===== config.mk =====
export PLATFORM = sky130hd
export DESIGN_NAME = serial_ripple_subtractor
export DESIGN_NICKNAME = d
export VERILOG_FILES = /design/src/rtl/serial_ripple_subtractor.sv
export SDC_FILE = /design/constraint.sdc
export NUM_CORES = 1
export LEC_CHECK = 0
export CELL_PAD_IN_SITES_DETAIL_PLACEMENT = 0
export CELL_PAD_IN_SITES_GLOBAL_PLACEMENT = 2
export CORE_UTILIZATION = 34
export DETAILED_ROUTE_END_ITERATION = 8
export DONT_BUFFER_PORTS = 1
export MAX_ROUTING_LAYER = met4
export PLACE_DENSITY = 0.7
export REMOVE_ABC_BUFFERS = 1
export SLEW_MARGIN = 20
export SYNTH_ARGS = -nofsm -noshare
export SYNTH_HDL_FRONTEND = slang
export SYNTH_SLANG_ARGS = --single-unit

===== constraint.sdc =====
create_clock -name clk -period 5.3 [get_ports clk]
set_input_delay 1.06 -clock clk [delete_from_list [all_inputs] [get_ports clk]]
set_output_delay 1.06 -clock clk [all_outputs]
set_load 0.02 [all_outputs]

===== src/rtl/serial_ripple_subtractor.sv =====
// rtl/serial_ripple_subtractor.sv - bit-serial A - B - Bin subtractor, one bit per clock, LSB first
// Result and flags are held until the consumer takes them; operands stay frozen while the operation runs.
module serial_ripple_subtractor #(
  parameter int W = 4
) (
  input  logic         clk,
  input  logic         rst,
  input  logic [W-1:0] A,
  input  logic [W-1:0] B,
  input  logic         Bin,
  input  logic         in_valid,
  output logic         in_ready,
  output logic [W-1:0] Diff,
  output logic         Bout,
  output logic         Ovf,
  output logic         out_valid,
  input  logic         out_ready
);

  localparam int CW = $clog2(W + 1);

  typedef enum logic [1:0] {IDLE, SHIFT, HOLD} state_t;

  state_t         state;
  logic [W-1:0]   a_reg;
  logic [W-1:0]   b_reg;
  logic [W-1:0]   res;
  logic           br;
  logic [CW-1:0]  cnt;

  logic [W-1:0]   a_shr;
  logic [W-1:0]   b_shr;
  logic [W-1:0]   res_next;
  logic           a_bit;
  logic           b_bit;
  logic           d;
  logic           br_next;

  // Operands are never shifted in place; the current bit is selected by the counter.
  always_comb begin
    a_shr    = a_reg >> cnt;
    b_shr    = b_reg >> cnt;
    a_bit    = a_shr[0];
    b_bit    = b_shr[0];
    d        = a_bit ^ b_bit ^ br;
    br_next  = (~a_bit & b_bit) | (~(a_bit ^ b_bit) & br);
    res_next = (res >> 1) | (W'(d) << (W - 1));
  end

  assign in_ready = (state == IDLE);

  always_ff @(posedge clk or posedge rst) begin
    if (rst) begin
      state     <= IDLE;
      a_reg     <= '0;
      b_reg     <= '0;
      res       <= '0;
      br        <= 1'b0;
      cnt       <= '0;
      Diff      <= '0;
      Bout      <= 1'b0;
      Ovf       <= 1'b0;
      out_valid <= 1'b0;
    end else begin
      case (state)
        IDLE: begin
          if (in_valid) begin
            a_reg <= A;
            b_reg <= B;
            br    <= Bin;
            cnt   <= '0;
            res   <= '0;
            state <= SHIFT;
          end
        end
        SHIFT: begin
          res <= res_next;
          br  <= br_next;
          cnt <= cnt + CW'(1);
          // On the MSB step, br is the borrow into bit W-1 and br_next the borrow out of it.
          if (cnt == CW'(W - 1)) begin
            Diff      <= res_next;
            Bout      <= br_next;
            Ovf       <= br ^ br_next;
            out_valid <= 1'b1;
            state     <= HOLD;
          end
        end
        HOLD: begin
          if (out_ready) begin
            out_valid <= 1'b0;
            state     <= IDLE;
          end
        end
        default: state <= IDLE;
      endcase
    end
  end

endmodule

==> flow_metrics.env, run 1 <==
export IMPL_outcome="finished clean"
export IMPL_period_share_pct=43.3
export IMPL_path_cells="nor2_1"
export IMPL_place_congestion=0.755
export IMPL_grt_max_degree=25
export IMPL_syn_area_mm2=0.00107
export IMPL_synthTopCellsByArea="dfrtp_1 (56%), mux2_2 (13%), mux4_2 (4.2%)"
export IMPL_grt_usage_pct=12.6
export IMPL_crit_family="flip-flops"
export IMPL_clock_latency_ps=310
export IMPL_die_w_um=58.2
export IMPL_min_path_type="reg -> reg"
export IMPL_worst_pin_slew_ps=901
export IMPL_regArea_um2=601
export IMPL_fp_coreArea_mm2=0.00303
export IMPL_drt_first_iter_violations=6
export IMPL_cpPeakStageDelay_ps=540
export IMPL_drive_gt1_share_pct=26.8
export IMPL_yosys_warnings=0
export IMPL_synth_adder_area_share_pct=4.19
export IMPL_synth_seq_area_share_pct=55.9
export IMPL_syn2layout_area_growth_pct=6.75
export IMPL_multi_input_area_um2=437
export IMPL_vias=598
export IMPL_htreeDepth=1
export IMPL_syn_inst=80
export IMPL_cts_root_buf="clkbuf_4"
export IMPL_p_per_area_mw_per_mm2=647
export IMPL_worst_slack_ps=3010
export IMPL_vias_per_cell=4.75
export IMPL_pin_count=21
export IMPL_relSlewSlack_pct=39.9
export IMPL_clock_sinks=24
export IMPL_cp_arrival_ps=1230
export IMPL_fmax_ghz=0.436
export IMPL_synth_mux_area_share_pct=17.7
export IMPL_grt_pass1_wl_mm=3.08
export IMPL_firstDrtPassIters=4
export IMPL_hold_path_startpoint="a_reg[1]"
export IMPL_startpoint_type="flop"
export IMPL_finClkSkew_ps=8.98
export IMPL_final_cells=126
export IMPL_rsz0062_at_grt="false"
export IMPL_cts_buffer_depth=2
export IMPL_cts_resized=0
export IMPL_finalPower_w=0.000742
export IMPL_postSynthAreaPerCell_um2=13.4
export IMPL_cp_max_fo=11
export IMPL_antenna_cells=0
export IMPL_worstSetupEndpointType="output port"
export IMPL_ctsHoldBuffers=0
export IMPL_synth_seq_cells=24
export IMPL_synth_compound_area_share_pct=8.73
export IMPL_synth_top_area_share_pct=55.9
export IMPL_cts_tree="done"
export IMPL_dp_cells=122
export IMPL_maxCapViolations=0
export IMPL_avgRoutedWirePerCell_um=13.9
export IMPL_tns_ps=0
export IMPL_final_nets=99
export IMPL_rows=20
export IMPL_hold_ws_ps=520
export IMPL_cts_buffers=3
export IMPL_die_area_mm2=0.00339
export IMPL_port_buffers=0
export IMPL_cp_slowest_cell="dfrtp_1"
export IMPL_synth_top_family_by_area="multiplexers"
export IMPL_start_util_pct=35.5
export IMPL_crit_start="state[0]"
export IMPL_ant_nets=0
export IMPL_synthSimpleGateAreaFrac_pct=9.20
export IMPL_peakVddDrop_mv=0.193
export IMPL_yosys_area_share_xor_xnor_pct=0.815
export IMPL_grt_overflow=0
export IMPL_setup_violations=0
export IMPL_rr_startpoint="cnt[0]"
export IMPL_yosysTopAreaCell="dfrtp_1"
export IMPL_die_h_um=58.2
export IMPL_synth_distinct_cells=23
export IMPL_reg2reg_slack_ps=3310
export IMPL_hpwl_mm=1.28
export IMPL_antenna_found_initial=0
export IMPL_path_clk_slew_ps=130
export IMPL_cts_setup_buffers=0
export IMPL_grt_pass1_vias=671
export IMPL_worst_setup_path_type="reg -> out"
export IMPL_crit_buf_inv=0
export IMPL_hold_viol_final=0
export IMPL_leakage_nw=0.498
export IMPL_finalWirelength_mm=1.75
export IMPL_worst_ep_required_time_ps=4240
export IMPL_pre_cts_slack_ps=3320
export IMPL_fillers=312
export IMPL_post_route_min_period_ps=2290
export IMPL_drcViolationCount=0
export IMPL_slew_viol_final=0
==> synthesized netlist by cell type <==
| cell | n |
|---|---|
| nor3b_4 | 1 |
| inv_1 | 5 |
| nand2_1 | 7 |
| o31ai_1 | 1 |
| fa_1 | 1 |
| and2b_2 | 1 |
| a21oi_1 | 3 |
| o21bai_1 | 1 |
| mux4_2 | 2 |
| o221ai_1 | 1 |
| mux2i_1 | 1 |
| nor2_1 | 4 |
| buf_6 | 1 |
| nand3b_2 | 1 |
| dfrtp_1 | 24 |
| mux2_2 | 12 |
| and4bb_2 | 1 |
| and2_1 | 1 |
| ha_1 | 2 |
| xor2_1 | 1 |
| buf_4 | 1 |
| o21ai_0 | 4 |
| a22o_1 | 4 |
==> worst reg2reg max path: cells and delay by family, from the launching register on <==
kind	cells	cell delay [ps]
simple gates	1	180
compound gates	1	130
mux	1	510
fa+ha+maj	1	450
flops	1	470
xor+xnor	1	180
==> stage by stage <==
stage               utilization [%]  cell area [um^2]
detailed placement             36.7              1110
floorplan                         -              1060
CTS                            37.9              1150
global route                   37.9              1150
finish                         37.9              1150
global placement               36.7              1110
==> area by class of cell <==
class / count / area share, %
Sequential cell: 24 / 52.3
Multi-Input combinational cell: 49 / 38.1
Inverter: 5 / 1.64
Clock buffer: 4 / 3.16
Tap cell: 44 / 4.80
==> routing by layer <==
layer / GRT usage [%] / part of all wire, %
met5: - / 0
met4: 7.14 / 1.1
met3: 2.46 / 3.0
met2: 19.9 / 51
met1: 15.1 / 45
==> cell usage in the layout, fill, tap and decap left out <==
cell      Yosys  routed
inv_1         5       5
nor3b_4       1       1
xor2_1        1       1
ha_1          2       2
clkbuf_4      0       3
fa_1          1       1
clkbuf_8      0       1
o21bai_1      1       1
nand2_1       7       7
nor2_1        4       4
mux4_2        2       2
and4bb_2      1       1
o21ai_0       4       4
nand3b_2      1       1
mux2i_1       1       1
and2_1        1       1
o31ai_1       1       1
a22o_1        4       4
o221ai_1      1       1
and2b_2       1       1
mux2_2       12      12
a21oi_1       3       3
dfrtp_1      24      24
==> logic make-up (layout without fill, tap and decap cells) <==
group                      Yosys count  in the layout
DFF                                 24             24
and+or+nand+nor                     16             16
muxes                               15             15
AOI/OAI and AO/OA                   14             14
buffers and inverters                7              9
adders and majority gates            3              3
xor gates and xnor gates             1              1
==> power by group <==
group          total (W)  switching (W)  internal [W]
sequential      0.000373       0.000102      0.000271
clock          0.0000948      0.0000529     0.0000419
combinational   0.000274       0.000117      0.000158
total           0.000742       0.000271      0.000471
==> path summary, 6_finish.rpt <==
check / cells past startpoint / to
hold reg to reg: 1 / a_reg[1]
max in group asynchronous: 1 / res[3]
min in group asynchronous: 1 / Bout
setup / recovery: 1 / in_ready
hold / removal: 1 / a_reg[1]
setup reg to reg: 5 / Ovf
Power figures use the tool's default switching activity.
==> inputs of run 2 (changes only) <==
==> constraint.sdc (replaced) <==
create_clock -name clk -period 2.2 [get_ports clk]
set_input_delay 0.44 -clock clk [delete_from_list [all_inputs] [get_ports clk]]
set_output_delay 0.44 -clock clk [all_outputs]
set_load 0.02 [all_outputs]
==> run 2 against run 1 <==
Routed wire length is 1.6% lower. Final area fell by 0.55%. Register-to-register slack worse by 3100 ps. First-iteration DRC count fell by 33%. Final cell count unchanged. Combinational power is 140% higher. Total power is 140% higher. Critical path type is now reg -> reg. Critical endpoint is now Diff[3]. Largest power group unchanged. Highest routed layer unchanged.
==> flow_metrics.env, run 2 (synthesized netlist as in run 1, its figures left out) <==
export IMPL_outcome="finished clean"
export IMPL_drt_met1_wl_um=787
export IMPL_grt_pass1_wl_mm=2.96
export IMPL_vias=621
export IMPL_htreeDepth=1
export IMPL_fillers=317
export IMPL_multi_input_area_um2=437
export IMPL_tns_ps=0
export IMPL_drt_first_iter_violations=4
export IMPL_vias_per_cell=4.93
export IMPL_clock_sinks=24
export IMPL_grt_usage_pct=12.2
export IMPL_hpwl_mm=1.28
export IMPL_worst_slack_ps=226
export IMPL_port_buffers=0
export IMPL_finalWirelength_mm=1.72
export IMPL_cts_root_buf="clkbuf_4"
export IMPL_cts_tree="done"
export IMPL_avgRoutedWirePerCell_um=13.7
export IMPL_final_cell_mix="dfrtp_1 (24), mux2_2 (12), nand2_1 (7)"
export IMPL_worst_pin_slew_ps=507
export IMPL_peakVddDrop_mv=0.556
export IMPL_drive_gt1_share_pct=26.8
export IMPL_worst_setup_path_type="reg -> reg"
export IMPL_slew_viol_final=0
export IMPL_start_util_pct=35.5
export IMPL_cp_max_fo=5
export IMPL_startpoint_type="flop"
export IMPL_die_h_um=58.2
export IMPL_grt_overflow=0
export IMPL_switching_power_w=0.000653
export IMPL_leakage_nw=0.495
export IMPL_p_clk_share_pct=10.6
export IMPL_grt_max_degree=25
export IMPL_pin_count=21
export IMPL_syn2layout_area_growth_pct=6.17
export IMPL_fp_coreArea_mm2=0.00303
export IMPL_cts_buffer_depth=2
export IMPL_min_path_type="in -> async"
export IMPL_period_share_pct=89.7
export IMPL_hold_viol_final=0
export IMPL_relSlewSlack_pct=66.1
export IMPL_p_sw_share_pct=37.2
export IMPL_die_area_mm2=0.00339
export IMPL_rows=20
export IMPL_die_w_um=58.2
export IMPL_rr_worst_depth=4
export IMPL_antenna_found_initial=0
export IMPL_mostFrequentLayoutCell="dfrtp_1"
export IMPL_path_clk_slew_ps=120
export IMPL_worstSetupEndpointType="flop"
export IMPL_regArea_um2=601
export IMPL_setup_violations=0
export IMPL_ctsHoldBuffers=0
export IMPL_firstDrtPassIters=2
export IMPL_cts_resized=0
export IMPL_met3_length_um=76
export IMPL_ant_nets=0
export IMPL_clock_latency_ps=310
export IMPL_fmax_ghz=0.507
export IMPL_pre_cts_slack_ps=214
export IMPL_top_layer="met4"
export IMPL_post_route_min_period_ps=1970
export IMPL_cts_buffers=3
export IMPL_maxCapViolations=0
export IMPL_finClkSkew_ps=7.68
export IMPL_place_congestion=0.781
export IMPL_p_int_w=0.00110
export IMPL_pwr_share_comb_pct=38.2
export IMPL_drcViolationCount=0
export IMPL_worst_ep_required_time_ps=2410
export IMPL_power_frac_seq_pct=51.3
export IMPL_dr_wl_met2_um=819
export IMPL_rsz0062_at_grt="false"
export IMPL_final_nets=100
export IMPL_p_per_area_mw_per_mm2=1540
export IMPL_cp_arrival_ps=2190
export IMPL_antenna_cells=0
export IMPL_grt_pass1_vias=665
export IMPL_cts_setup_buffers=0
-- run 2: layout make-up --
type,count,area share [%]
Tap cell,44,4.82
Inverter,5,1.64
Timing Repair Buffer,1,0.658
Clock buffer,3,1.97
Sequential cell,24,52.6
Multi-Input combinational cell,49,38.3
-- run 2: power by group through the flow --
stage | clock [W] | combinational [W] | sequential [W]
6_report | 0.000185 | 0.000670 | 0.000899
5_1_grt | 0.000206 | 0.000752 | 0.000939
4_1_cts | 0.000193 | 0.000683 | 0.000905
3_5_place_dp | 0 | 0.000680 | 0.000917
3_3_place_gp | 0 | 0.000663 | 0.000909
2_1_floorplan | 0 | 0.000585 | 0.000861
-- run 2: per-layer routing --
metal	vias to the layer above	track usage, %
li1	288	-
met1	314	14.5
met2	14	18.7
met3	5	2.90
met4	0	7.14
met5	-	-
-- run 2: worst max-delay path, stage by stage, from the launching register on --
cell and delay, ps:
dfrtp_1 460, mux4_2 510, and2_1 180, fa_1 470
mux2_2 270
-- run 2: worst paths after layout --
check                                end      start  slack [ps]
worst max register to register   Diff[3]     cnt[0]         230
worst min-delay path            b_reg[2]        rst          40
min in group clk                state[1]  out_ready         190
max in group asynchronous         res[3]        rst        1920
worst max-delay path             Diff[3]     cnt[0]         230
worst min register to register    cnt[2]     cnt[2]         510
-- run 2: stage by stage --
stage                     utilization (%)  instance area (um^2)  power (W)  cells  hold slack (ps)
final                                37.7                  1140    0.00175    126             43.4
after global routing                 37.7                  1140    0.00190    126             76.7
after CTS                            37.7                  1140    0.00178    126             48.0
after detailed placement             36.9                  1120    0.00160    123              397
after global placement               36.9                  1120    0.00157    123              396
after floorplan                         -                  1060    0.00145     78              450
